[config.mk]
export PLATFORM = sky130hd
export DESIGN_NAME = mop_accum_ctrl
export DESIGN_NICKNAME = d
export VERILOG_FILES = /design/src/rtl/mop_accum_ctrl.sv
export SDC_FILE = /design/constraint.sdc
export NUM_CORES = 1
export LEC_CHECK = 0
export BUFFER_PORTS_ARGS = -buffer_cell sky130_fd_sc_hd__clkbuf_2
export CAP_MARGIN = 20
export CELL_PAD_IN_SITES_DETAIL_PLACEMENT = 0
export CELL_PAD_IN_SITES_GLOBAL_PLACEMENT = 1
export CORE_ASPECT_RATIO = 1.25
export CORE_MARGIN = 2
export CORE_UTILIZATION = 40
export DETAILED_ROUTE_END_ITERATION = 7
export PLACE_DENSITY_LB_ADDON = 0.1
export SLEW_MARGIN = 15
export SYNTH_ARGS = -nofsm -noshare
export SYNTH_HDL_FRONTEND = slang
export SYNTH_SLANG_ARGS = --single-unit
[constraint.sdc]
create_clock -name clk -period 28 [get_ports clk]
set_clock_uncertainty 0.1 [all_clocks]
set_input_delay 1.4 -clock clk [delete_from_list [all_inputs] [get_ports clk]]
set_output_delay 1.4 -clock clk [all_outputs]
set_load 0.02 [all_outputs]
[src/rtl/mop_accum_ctrl.sv]
// mop_accum_ctrl: sequential m-operand adder controller.
// Accumulates groups of up to M unsigned operands, one per cycle, through a
// single shared ripple-carry adder. Each group's exact sum is presented on a
// registered valid/ready result port.
//
// Ports:
//   clk        - clock, rising edge
//   rst        - synchronous active-high reset
//   in_valid   - operand present
//   in_ready   - controller can accept an operand
//   in_data    - unsigned operand, WIDTH bits
//   in_last    - operand closes its group
//   out_valid  - group sum available
//   out_ready  - consumer accepts the sum
//   out_sum    - group sum, SW bits (WIDTH + guard bits)
//   out_count  - operands in the group, 1..M
//   busy       - partial group held or result pending

// Ripple-carry adder: a_i + b_i + cin_i.
module cpa #(
    parameter int unsigned W = 8
) (
    input  logic [W-1:0] a_i,
    input  logic [W-1:0] b_i,
    input  logic         cin_i,
    output logic [W-1:0] sum_o,
    output logic         cout_o
);
    // Each stage keeps its own carry so the chain is a plain net list.
    for (genvar i = 0; i < W; i++) begin : g_bit
        logic c_in_b;
        logic c_out_b;
        if (i == 0) begin : g_first
            assign c_in_b = cin_i;
        end else begin : g_next
            assign c_in_b = g_bit[i-1].c_out_b;
        end
        assign sum_o[i] = a_i[i] ^ b_i[i] ^ c_in_b;
        assign c_out_b  = (a_i[i] & b_i[i]) | (c_in_b & (a_i[i] ^ b_i[i]));
    end

    assign cout_o = g_bit[W-1].c_out_b;
endmodule

module mop_accum_ctrl #(
    parameter  int unsigned WIDTH = 64,
    parameter  int unsigned M     = 8,
    localparam int unsigned SW    = WIDTH + $clog2(M),
    localparam int unsigned CW    = $clog2(M + 1)
) (
    input  logic             clk,
    input  logic             rst,
    input  logic             in_valid,
    output logic             in_ready,
    input  logic [WIDTH-1:0] in_data,
    input  logic             in_last,
    output logic             out_valid,
    input  logic             out_ready,
    output logic [SW-1:0]    out_sum,
    output logic [CW-1:0]    out_count,
    output logic             busy
);
    typedef enum logic {
        S_ACC  = 1'b0,
        S_DONE = 1'b1
    } state_t;

    state_t          state_q, state_d;
    logic [SW-1:0]   acc_q, acc_d;
    logic [CW-1:0]   count_q, count_d;
    logic [SW-1:0]   out_sum_q, out_sum_d;
    logic [CW-1:0]   out_count_q, out_count_d;
    logic            in_ready_q, in_ready_d;
    logic            out_valid_q, out_valid_d;
    logic            busy_q, busy_d;

    logic [SW-1:0]   cpa_a;
    logic [SW-1:0]   cpa_b;
    logic [SW-1:0]   cpa_sum;
    logic            cpa_cout;
    logic [CW-1:0]   count_inc;
    logic            accept;

    // Shared adder operands: a fresh group starts from zero.
    assign cpa_a     = (count_q != '0) ? acc_q : '0;
    assign cpa_b     = SW'(in_data);
    assign count_inc = CW'(count_q + CW'(1));
    assign accept    = in_valid && in_ready_q;

    cpa #(.W(SW)) u_cpa (
        .a_i    (cpa_a),
        .b_i    (cpa_b),
        .cin_i  (1'b0),
        .sum_o  (cpa_sum),
        .cout_o (cpa_cout)
    );

    // Guard bits make a carry out of the accumulator impossible.
    a_no_overflow: assert property (@(posedge clk) disable iff (rst)
        accept |-> !cpa_cout);

    // Next-state and registered-output logic.
    always_comb begin
        state_d     = state_q;
        acc_d       = acc_q;
        count_d     = count_q;
        out_sum_d   = out_sum_q;
        out_count_d = out_count_q;

        unique case (state_q)
            S_ACC: begin
                if (accept) begin
                    acc_d   = cpa_sum;
                    count_d = count_inc;
                    // The M-th operand closes the group even without in_last.
                    if (in_last || (count_inc == CW'(M))) begin
                        out_sum_d   = cpa_sum;
                        out_count_d = count_inc;
                        state_d     = S_DONE;
                    end
                end
            end
            S_DONE: begin
                if (out_ready) begin
                    state_d = S_ACC;
                    count_d = '0;
                    acc_d   = '0;
                end
            end
            default: state_d = S_ACC;
        endcase

        in_ready_d  = (state_d == S_ACC);
        out_valid_d = (state_d == S_DONE);
        busy_d      = (state_d == S_DONE) || (count_d != '0);
    end

    // State and output registers.
    always_ff @(posedge clk) begin
        if (rst) begin
            state_q     <= S_ACC;
            acc_q       <= '0;
            count_q     <= '0;
            out_sum_q   <= '0;
            out_count_q <= '0;
            in_ready_q  <= 1'b1;
            out_valid_q <= 1'b0;
            busy_q      <= 1'b0;
        end else begin
            state_q     <= state_d;
            acc_q       <= acc_d;
            count_q     <= count_d;
            out_sum_q   <= out_sum_d;
            out_count_q <= out_count_d;
            in_ready_q  <= in_ready_d;
            out_valid_q <= out_valid_d;
            busy_q      <= busy_d;
        end
    end

    assign in_ready  = in_ready_q;
    assign out_valid = out_valid_q;
    assign out_sum   = out_sum_q;
    assign out_count = out_count_q;
    assign busy      = busy_q;
endmodule
; Word-level counts from Yosys, hierarchy flattened
; Cells that the tools add are included.
[word_totals]
in_bits = 69
mem_count = 0
register_bits = 145
latchBits = 0
ramBits = 0
romBits = 0
output_inout_bits = 74
elab_cells = 353
[op_classes]
n_div = 0
bitwise = 324
n_mux = 11
multipliers = 0
n_lt_le_gt_ge = 0
n_addsub = 1
reduce_logical = 7
shift = 0
eq_ne = 3
[ops]
columns = operator, count
row1 = $mux W67, 3
row2 = $pmux W67 S2, 1
row3 = $xor A1 B1 Y1, 130
row4 = $and A1 B1 Y1, 129
row5 = $or A1 B1 Y1, 63
row6 = $mux W4, 2
row7 = $pmux W4 S2, 1
row8 = $reduce_bool A4 Y1, 2
row9 = $add A4 B1 Y4 const B, 1
row10 = $eq A4 B4 Y1 const B, 1
row11 = $ne A2 B2 Y1 const B, 2
row12 = $mux W1, 3
row13 = $reduce_and A3 Y1, 1
row14 = $logic_or A1 B1 Y1, 2
row15 = $not A1 Y1, 2
row16 = $pmux W1 S2, 1
row17 = $reduce_and A2 Y1, 1
row18 = $logic_and A1 B1 Y1, 1

; Longest topological paths before layout
; Gate-level depths: netlist of run 1.
[logic_depth]
depth_word = 134
ltp_mapped = 76
ltp_nobuf = 75

; Cells and area by module
; Synthesis of run 1 repeated with hierarchy kept, for this count alone.
[hier_totals]
hier_cells = 752
area_unflattened_um2 = 7359.6
[by_module_without_submodules]
columns = module, cells_per_inst, area_each_um2, seq_area_each_um2, instances
row1 = mop_accum_ctrl, 675, 5980.7, 2902.8, 1
row2 = cpa, 77, 1378.8, 0.0, 1

; Worst setup path before layout of run 1
; OpenSTA, ideal clock, no wires.
[synth_path]
path_kind = input to register
from = input port in_data[0]
to = register out_sum_q[66] (netlist: out_sum[66])
arrival_ps = 25316
n_path_buf = 0
cell_stages = 70
setup_time_ps = 122
required_ps = 27778
slack_ps = 2463
path_cell_list = ha_1 -> inv_1 -> fa_1 -> fa_1 -> fa_1 -> fa_1 -> fa_1 -> fa_1 -> fa_1 -> fa_1 -> fa_1 -> fa_1 -> fa_1 -> fa_1 -> fa_1 -> fa_1 -> fa_1 -> fa_1 -> [... 34 more ...] -> fa_1 -> fa_1 -> fa_1 -> fa_1 -> fa_1 -> fa_1 -> fa_1 -> fa_1 -> fa_1 -> inv_1 -> fa_1 -> fa_1 -> fa_1 -> fa_1 -> ha_1 -> ha_1 -> nor3_1 -> o311a_1
[synth_between]
elab_chain_cells = 130
[synth_lines]
columns = element, line
row1 = start: declaration, 55  ; input logic [WIDTH-1:0] in_data,
row2 = $and A1 B1 Y1 (2 in series), 39  ; assign c_out_b = (a_i[i] & b_i[i]) | (c_in_b & (a_i[i] ^ b_i[i]));
row3 = $or A1 B1 Y1, 39
row4 = $and A1 B1 Y1, 39
row5 = $or A1 B1 Y1, 39
row6 = $and A1 B1 Y1, 39
row7 = $or A1 B1 Y1, 39
row8 = $and A1 B1 Y1, 39
row9 = $or A1 B1 Y1, 39
row10 = [... 112 more ...], --
row11 = $and A1 B1 Y1, 39
row12 = $or A1 B1 Y1, 39
row13 = $and A1 B1 Y1, 39
row14 = $or A1 B1 Y1, 39
row15 = $and A1 B1 Y1, 39
row16 = $or A1 B1 Y1, 39
row17 = $and A1 B1 Y1 (2 in series), 39
row18 = $xor A1 B1 Y1, 38  ; assign sum_o[i] = a_i[i] ^ b_i[i] ^ c_in_b;
row19 = end signal: assignment, 153  ; out_sum_q <= out_sum_d;
row20 = end: declaration, 71  ; logic [SW-1:0] out_sum_q, out_sum_d;
; No other way between the ends.
; A chain may end at the register's enable or synchronous reset.

; Final worst setup path of run 1
[layout_path]
from = register count_q[0]
to = register acc_q[66]
[layout_between]
elab_chain_cells = 134
word_cells_on_any_way = 260
cone_classes = 3 x mux / 256 x bitwise / 1 x reduce/logical
[layout_lines]
columns = element, line
row1 = start: declaration, 70  ; logic [CW-1:0] count_q, count_d;
row2 = start signal: assignment, 152  ; count_q <= count_d;
row3 = $reduce_bool A4 Y1 (*), 85  ; assign cpa_a = (count_q != '0) ? acc_q : '0;
row4 = $mux W67 (*), 85
row5 = $and A1 B1 Y1 / $xor A1 B1 Y1 (equally long branches), 39
row6 = $and A1 B1 Y1, 39
row7 = $or A1 B1 Y1, 39
row8 = $and A1 B1 Y1, 39
row9 = $or A1 B1 Y1, 39
row10 = $and A1 B1 Y1, 39
row11 = [... 117 more ...], --
row12 = $and A1 B1 Y1, 39
row13 = $or A1 B1 Y1, 39
row14 = $and A1 B1 Y1, 39
row15 = $or A1 B1 Y1, 39
row16 = $and A1 B1 Y1 (2 in series), 39
row17 = $xor A1 B1 Y1 (*), 38
row18 = $mux W67 (*), 112  ; if (accept) begin
row19 = $pmux W67 S2 (*), 110  ; unique case (state_q)
row20 = end signal: assignment, 142  ; acc_q <= '0;
row21 = end signal: assignment, 151  ; acc_q <= acc_d;
row22 = end: declaration, 69  ; logic [SW-1:0] acc_q, acc_d;
; Every way passes the cells marked *; elsewhere a longest branch is shown, timed or not. The select of a mux whose other input is x is not followed.

==> run summary, run 1 <==
switching power = 0.169 mW
Setup TNS Final = 0 ns
clock network power share = 41.7%
RSZ-0062 raised after global routing = no
number of warnings reported in the yosys synthesis log = 0
violation count after the first detailed-route iteration = 383
postcts setup bufs = 0
I/O pin cnt = 143
number of sinks handled by clock tree synthesis = 145
number of hold violations in the final report = 0
maximum level of the CTS H-tree = 4
number of enable-type register cells in the synthesized netlist = 0
launching element type of the critical path = register
insertion delay of the later-clocked pin in the worst-skew pair = 0.42 ns
via count of the first global-routing pass = 6,490
outcome = complete, no violations
post-detailed-placement half-perimeter wirelength = 12,300 um
type of the worst setup path = register to register
clock transition at the registers of the reported paths = 0.06 ns
CTS resizes = 0
via count normalized by instance count = 5.41
clk buf depth = 2
initial antenna violation count = 0
HP Class = register to register
slowest stage delay, CP = 0.48 ns
Total Routing Usage GR = 20.3%
routed wirelength normalized by instance count = 16.9 um
Fmax = 37.3 MHz
leakage power = 4.17 nW
actual slew at the worst max-slew pin = 0.991 ns
maximum vdd drop = 0.0422 mV
most used cell, CP = sky130_fd_sc_hd__fa_1
number of rows created at floorplan = 56
count of antenna diodes in the layout = 0
Sw Ratio = 28.7%
synthesized net count = 954
Max-Slew Margin vs Limit = 34.0%
CP Data Arrival Time = 26.94 ns
pin count of the biggest net entering global routing = 88
largest fanout on the critical path = 11
layout overhead on the synthesized area = 18.4%
cts hold-fix bufs = 0
gate count of the mapped netlist = 817
via count of the routed design = 6,243
number of buffers inserted by port buffering = 142
Avg Synthesized Cell Area = 9.21 um2
total CTS buffers = 17
fraction of layout cells with a size suffix above 1 = 21.0%
kind of end point of the critical path = register
initial cell density of the core = 40.5%
total design power = 0.587 mW
count of max-cap constraint violations = 0
number of unique standard cell types used by synthesis = 36
netlist area before placement = 0.00752 mm2
most used flip-flop cell after synthesis = sky130_fd_sc_hd__dfxtp_1
global-route wire length before repair = 32,400 um
core box area = 0.0186 mm2
DRC errors left = 0
area of the die = 0.0199 mm2
total overflow reported by the global router = 0
flip-flop and latch count after synthesis = 145
Internal = 0.418 mW
Cell Pwr Density = 65.9 mW/mm2
x dimension of the die = 127 um
height of the chip = 157 um
Seq/Total Area, Yosys = 38.6%
fraction of power consumed by combinational cells = 18.6%
Routability Congestion = 0.808
required time of the critical path = 28.16 ns
pins over their slew limit = 0
final layout net count = 1,045
root buffer cell = sky130_fd_sc_hd__clkbuf_16
Final setup viols = 0
Period minus WS final = 26.78 ns
number of optimization iterations in the first detailed-route pass = 5
slowest stage cell, crit path = sky130_fd_sc_hd__dfxtp_1
total routed wirelength = 19,500 um
proportion of register bits with asynchronous set or reset after synthesis = 0%
clock tree from TritonCTS = yes
fin crit share = 95.6%
relative contribution of sequential cells to total power = 39.7%
Detail Route Antenna Nets = 0
-- worst paths after layout --
kind               from         to  slack [ns]  cells past startpoint
min reg2reg   acc_q[64]  acc_q[64]        0.36                      2
max reg2reg  count_q[0]  acc_q[66]        1.22                     76
max          count_q[0]  acc_q[66]        1.22                     76
min           acc_q[64]  acc_q[64]        0.36                      2
-- synth_stat cells (5+ instances only) --
cell type,count,area share [%]
sky130_fd_sc_hd__dfxtp_1,145,39
sky130_fd_sc_hd__nor2_1,123,6.1
sky130_fd_sc_hd__nand2_1,71,3.5
sky130_fd_sc_hd__o211ai_1,70,7.0
sky130_fd_sc_hd__inv_1,65,3.2
sky130_fd_sc_hd__fa_1,63,17
sky130_fd_sc_hd__a31oi_1,61,5.1
sky130_fd_sc_hd__o211a_1,60,8.0
sky130_fd_sc_hd__clkbuf_1,57,2.8
sky130_fd_sc_hd__a21oi_1,23,1.5
sky130_fd_sc_hd__nand3_1,19,1.3
sky130_fd_sc_hd__buf_2,11,0.73
sky130_fd_sc_hd__nor2b_1,7,0.58
sky130_fd_sc_hd__buf_1,6,0.30
sky130_fd_sc_hd__ha_1,5,0.83
-- per-stage QoR --
stage	instances	cell area, um2	util, %	hold slack (ns)	setup WS, ns
2_1_floorplan	817	7520	-	0.343	2.46
3_3_place_gp	1121	8260	44.5	0.349	1.34
3_5_place_dp	1121	8260	44.5	0.356	1.14
4_1_cts	1153	8900	47.9	0.365	1.20
5_1_grt	1153	8900	47.9	0.386	0.360
6_report	1153	8900	47.9	0.364	1.22
-- layout by cell type (no fill, tap or decap), types with 2 or more instances in the layout --
master / Yosys / routed
sky130_fd_sc_hd__o211ai_1: 70 / 70
sky130_fd_sc_hd__clkbuf_16: 0 / 17
sky130_fd_sc_hd__nand2_2: 1 / 3
sky130_fd_sc_hd__clkinv_2: 0 / 2
sky130_fd_sc_hd__fa_1: 63 / 63
sky130_fd_sc_hd__clkbuf_8: 0 / 2
sky130_fd_sc_hd__nand2_1: 71 / 69
sky130_fd_sc_hd__buf_4: 1 / 10
sky130_fd_sc_hd__xnor2_1: 2 / 2
sky130_fd_sc_hd__dfxtp_1: 145 / 145
sky130_fd_sc_hd__nor2b_1: 7 / 7
sky130_fd_sc_hd__nor2_1: 123 / 123
sky130_fd_sc_hd__o21ai_1: 2 / 2
sky130_fd_sc_hd__nor3_1: 2 / 2
sky130_fd_sc_hd__o21a_1: 2 / 2
sky130_fd_sc_hd__o211a_1: 60 / 59
sky130_fd_sc_hd__bufinv_16: 0 / 4
sky130_fd_sc_hd__nand3b_1: 3 / 3
sky130_fd_sc_hd__inv_1: 65 / 65
sky130_fd_sc_hd__a31oi_1: 61 / 61
sky130_fd_sc_hd__clkinv_4: 0 / 2
sky130_fd_sc_hd__clkbuf_2: 0 / 140
sky130_fd_sc_hd__and3b_4: 1 / 2
sky130_fd_sc_hd__a21oi_1: 23 / 23
sky130_fd_sc_hd__nand3_1: 19 / 19
sky130_fd_sc_hd__ha_1: 5 / 5
sky130_fd_sc_hd__nor3b_1: 2 / 2
sky130_fd_sc_hd__clkinvlp_4: 0 / 5
-- metal layers --
metal	up-vias	track usage, %	part of all wire (%)
li1	2994	-	-
met2	147	34.8	50
met3	23	4.62	4.6
met5	-	0	0
met1	3079	25.2	43
met4	0	7.01	1.6
-- flip-flops by register name, summed over array words and instances (netlist names) --
signal and cells:
acc_q 67, out_sum 67, count_q 4, out_count 4, busy 1, in_ready 1
out_valid 1
-- worst max-delay path, delay by kind of cell, from the launching register on --
kind	cells	cell delay, ns
AOI/OAI and AO/OA	2	0.23
adders and majority gates	67	25.03
buffers and inverters	4	0.43
DFF	1	0.48
and+or+nand+nor	3	0.34
-- final cells by class --
cell class                 instances  area [um2]
fill                            1773        9670
sequential                       145        2900
clock inverter                    13         185
timing repair buffer             151         781
inverter                          66         248
multi-input combinational        527        4040
clock buffer                      19         453
tap                              232         290
-- power groups by stage --
| stage | Sequential (mW) | Combinational [mW] | Clock, mW |
|---|---|---|---|
| finish | 0.233 | 0.109 | 0.245 |
| global route | 0.235 | 0.123 | 0.259 |
| CTS | 0.233 | 0.110 | 0.250 |
| detailed placement | 0.238 | 0.110 | 0 |
| global placement | 0.237 | 0.108 | 0 |
| floorplan | 0.245 | 0.0695 | 0 |
-- cells by family after synthesis --
kind of cell             count (synthesis)  share of synthesized area [%]
flip-flops                             145                           38.6
buffers and inverters                  145                           7.87
AO/OA/AOI/OAI                          225                           23.0
XOR/XNOR                                 2                          0.233
adder cells (fa/ha/maj)                 68                           17.6
AND/OR/NAND/NOR                        232                           12.7
(Power assumes the default switching activity.)
==> run 2: changes to the inputs <==
Clock period 28 ns to 30.1 ns, I/O delays scaled along.
==> run 2 against run 1 <==
Wire length is 0.77% lower. Setup slack better by 2.2 ns. First-iteration DRC count is 24% lower. Largest power group unchanged. Highest routed layer unchanged. Maximum frequency is 0.40% higher. Critical path type unchanged.
==> run summary, run 2 (synthesized netlist as in run 1, its figures left out) <==
HP Class = register to register
final layout net count = 1,045
layout overhead on the synthesized area = 17.9%
total overflow reported by the global router = 0
fraction of power consumed by combinational cells = 18.9%
maximum level of the CTS H-tree = 4
commonest non-fill, non-tap cell in the layout = sky130_fd_sc_hd__dfxtp_1
Final setup viols = 0
root buffer cell = sky130_fd_sc_hd__clkbuf_16
postcts setup bufs = 0
outcome = complete, no violations
most frequent cells in the layout = sky130_fd_sc_hd__dfxtp_1, sky130_fd_sc_hd__clkbuf_2, sky130_fd_sc_hd__nor2_1
DRC errors left = 0
switching power = 0.150 mW
type of the worst setup path = register to register
clk buf depth = 2
pins over their slew limit = 0
required time of the critical path = 30.30 ns
number of optimization iterations in the first detailed-route pass = 5
initial cell density of the core = 40.5%
cts hold-fix bufs = 0
fraction of layout cells with a size suffix above 1 = 20.5%
count of buffering cells on the critical path with inverters included = 4
violation count after the first detailed-route iteration = 292
height of the chip = 157 um
Fmax = 37.5 MHz
area of the die = 0.0199 mm2
number of hold violations in the final report = 0
clock tree from TritonCTS = yes
clock transition at the registers of the reported paths = 0.06 ns
core box area = 0.0186 mm2
Routability Congestion = 0.814
fin crit share = 88.6%
launching element type of the critical path = register
leakage power = 4.17 nW
clock network power share = 40.6%
Setup TNS Final = 0 ns
slowest stage cell, crit path = sky130_fd_sc_hd__dfxtp_1
CP startpoint = count_q[0]
Worst Min Path Start = acc_q[64]
# fillers = 1,826
routed wirelength normalized by instance count = 16.8 um
number of rows created at floorplan = 56
total routed wirelength = 19,300 um
Internal = 0.387 mW
global-route wire length before repair = 31,900 um
post-detailed-placement half-perimeter wirelength = 12,200 um
number of sinks handled by clock tree synthesis = 145
Sw Ratio = 27.9%
initial antenna violation count = 0
via count normalized by instance count = 5.36
x dimension of the die = 127 um
slowest stage delay, CP = 0.47 ns
area of the multi-input gates = 0.00404 mm2
kind of end point of the critical path = register
most used cell, CP = sky130_fd_sc_hd__fa_1
number of buffers inserted by port buffering = 142
Detail Route Antenna Nets = 0
Total Routing Usage GR = 20.0%
RSZ-0062 raised after global routing = no
I/O pin cnt = 143
insertion delay of the later-clocked pin in the worst-skew pair = 0.41 ns
Sequential cell area = 0.00290 mm2
largest fanout on the critical path = 11
total CTS buffers = 17
kind of cell adding the most delay to the critical path = adder cells
maximum vdd drop = 0.0387 mV
via count of the routed design = 6,168
actual slew at the worst max-slew pin = 0.965 ns
count of max-cap constraint violations = 0
Period minus WS final = 26.67 ns
start of the worst register-to-register path = count_q[0]
Max-Slew Margin vs Limit = 35.7%
count of antenna diodes in the layout = 0
via count of the first global-routing pass = 6,335
number of placed instances, taps included = 1,121
relative contribution of sequential cells to total power = 40.5%
Cell Pwr Density = 60.4 mW/mm2
pin count of the biggest net entering global routing = 88
CP Data Arrival Time = 26.87 ns
CTS resizes = 0
Final Instance Count excl. Fillers = 1,151
==> run 2: cell types whose count changed in the layout (fill, tap and decap cells not counted) <==
cell | before | now
sky130_fd_sc_hd__clkinvlp_4 | 5 | 0
sky130_fd_sc_hd__clkbuf_1 | 0 | 3
sky130_fd_sc_hd__clkbuf_8 | 2 | 5
sky130_fd_sc_hd__clkinv_4 | 2 | 0
sky130_fd_sc_hd__bufinv_16 | 4 | 3
==> run 2: worst reg2reg max path: cells and delay by family (launching register included) <==
kind / cells / cell delay (ns)
buf+inv: 4 / 0.43
simple gates: 3 / 0.34
flops: 1 / 0.47
compound gates: 1 / 0.28
fa+ha+maj: 67 / 25.00
==> run 2: final cells by class <==
| type | count | share of cell area, % |
|---|---|---|
| Timing Repair Buffer | 151 | 8.80 |
| Inverter | 66 | 2.79 |
| Clock inverter | 5 | 1.13 |
| Multi-Input combinational cell | 527 | 45.6 |
| Tap cell | 232 | 3.27 |
| Clock buffer | 25 | 5.70 |
| Sequential cell | 145 | 32.7 |
==> run 2: power groups by stage <==
| stage | sequential [mW] | combinational, mW | clock, mW |
|---|---|---|---|
| CTS | 0.217 | 0.103 | 0.224 |
| global placement | 0.221 | 0.101 | 0 |
| detailed placement | 0.221 | 0.103 | 0 |
| floorplan | 0.228 | 0.0647 | 0 |
| global route | 0.219 | 0.115 | 0.233 |
| finish | 0.217 | 0.101 | 0.218 |
==> run 2: worst paths after layout <==
check        slack (ns)  depth (start not counted)     endpoint
max                3.43                         75  out_sum[66]
max reg2reg        3.43                         75  out_sum[66]
min reg2reg        0.36                          2    acc_q[64]
min                0.36                          2    acc_q[64]
==> run 2: metal layers <==
layer / global-route usage (%) / share of wire [%] / vias up
li1: - / - / 2987
met1: 24.6 / 43 / 3010
met2: 35.1 / 52 / 156
met3: 3.74 / 4.6 / 15
met4: 7.01 / 0.85 / 0
met5: 0 / 0 / -
==> run 2: through the flow <==
step | cell area [um2] | util, % | worst slack [ns] | power [mW] | hold slack [ns]
after global placement | 8260 | 44.5 | 3.33 | 0.321 | 0.349
after CTS | 8870 | 47.8 | 3.42 | 0.544 | 0.365
after global routing | 8870 | 47.8 | 2.48 | 0.567 | 0.388
final | 8870 | 47.8 | 3.43 | 0.536 | 0.360
after floorplan | 7520 | - | 4.46 | 0.293 | 0.343
after detailed placement | 8260 | 44.5 | 3.25 | 0.324 | 0.357
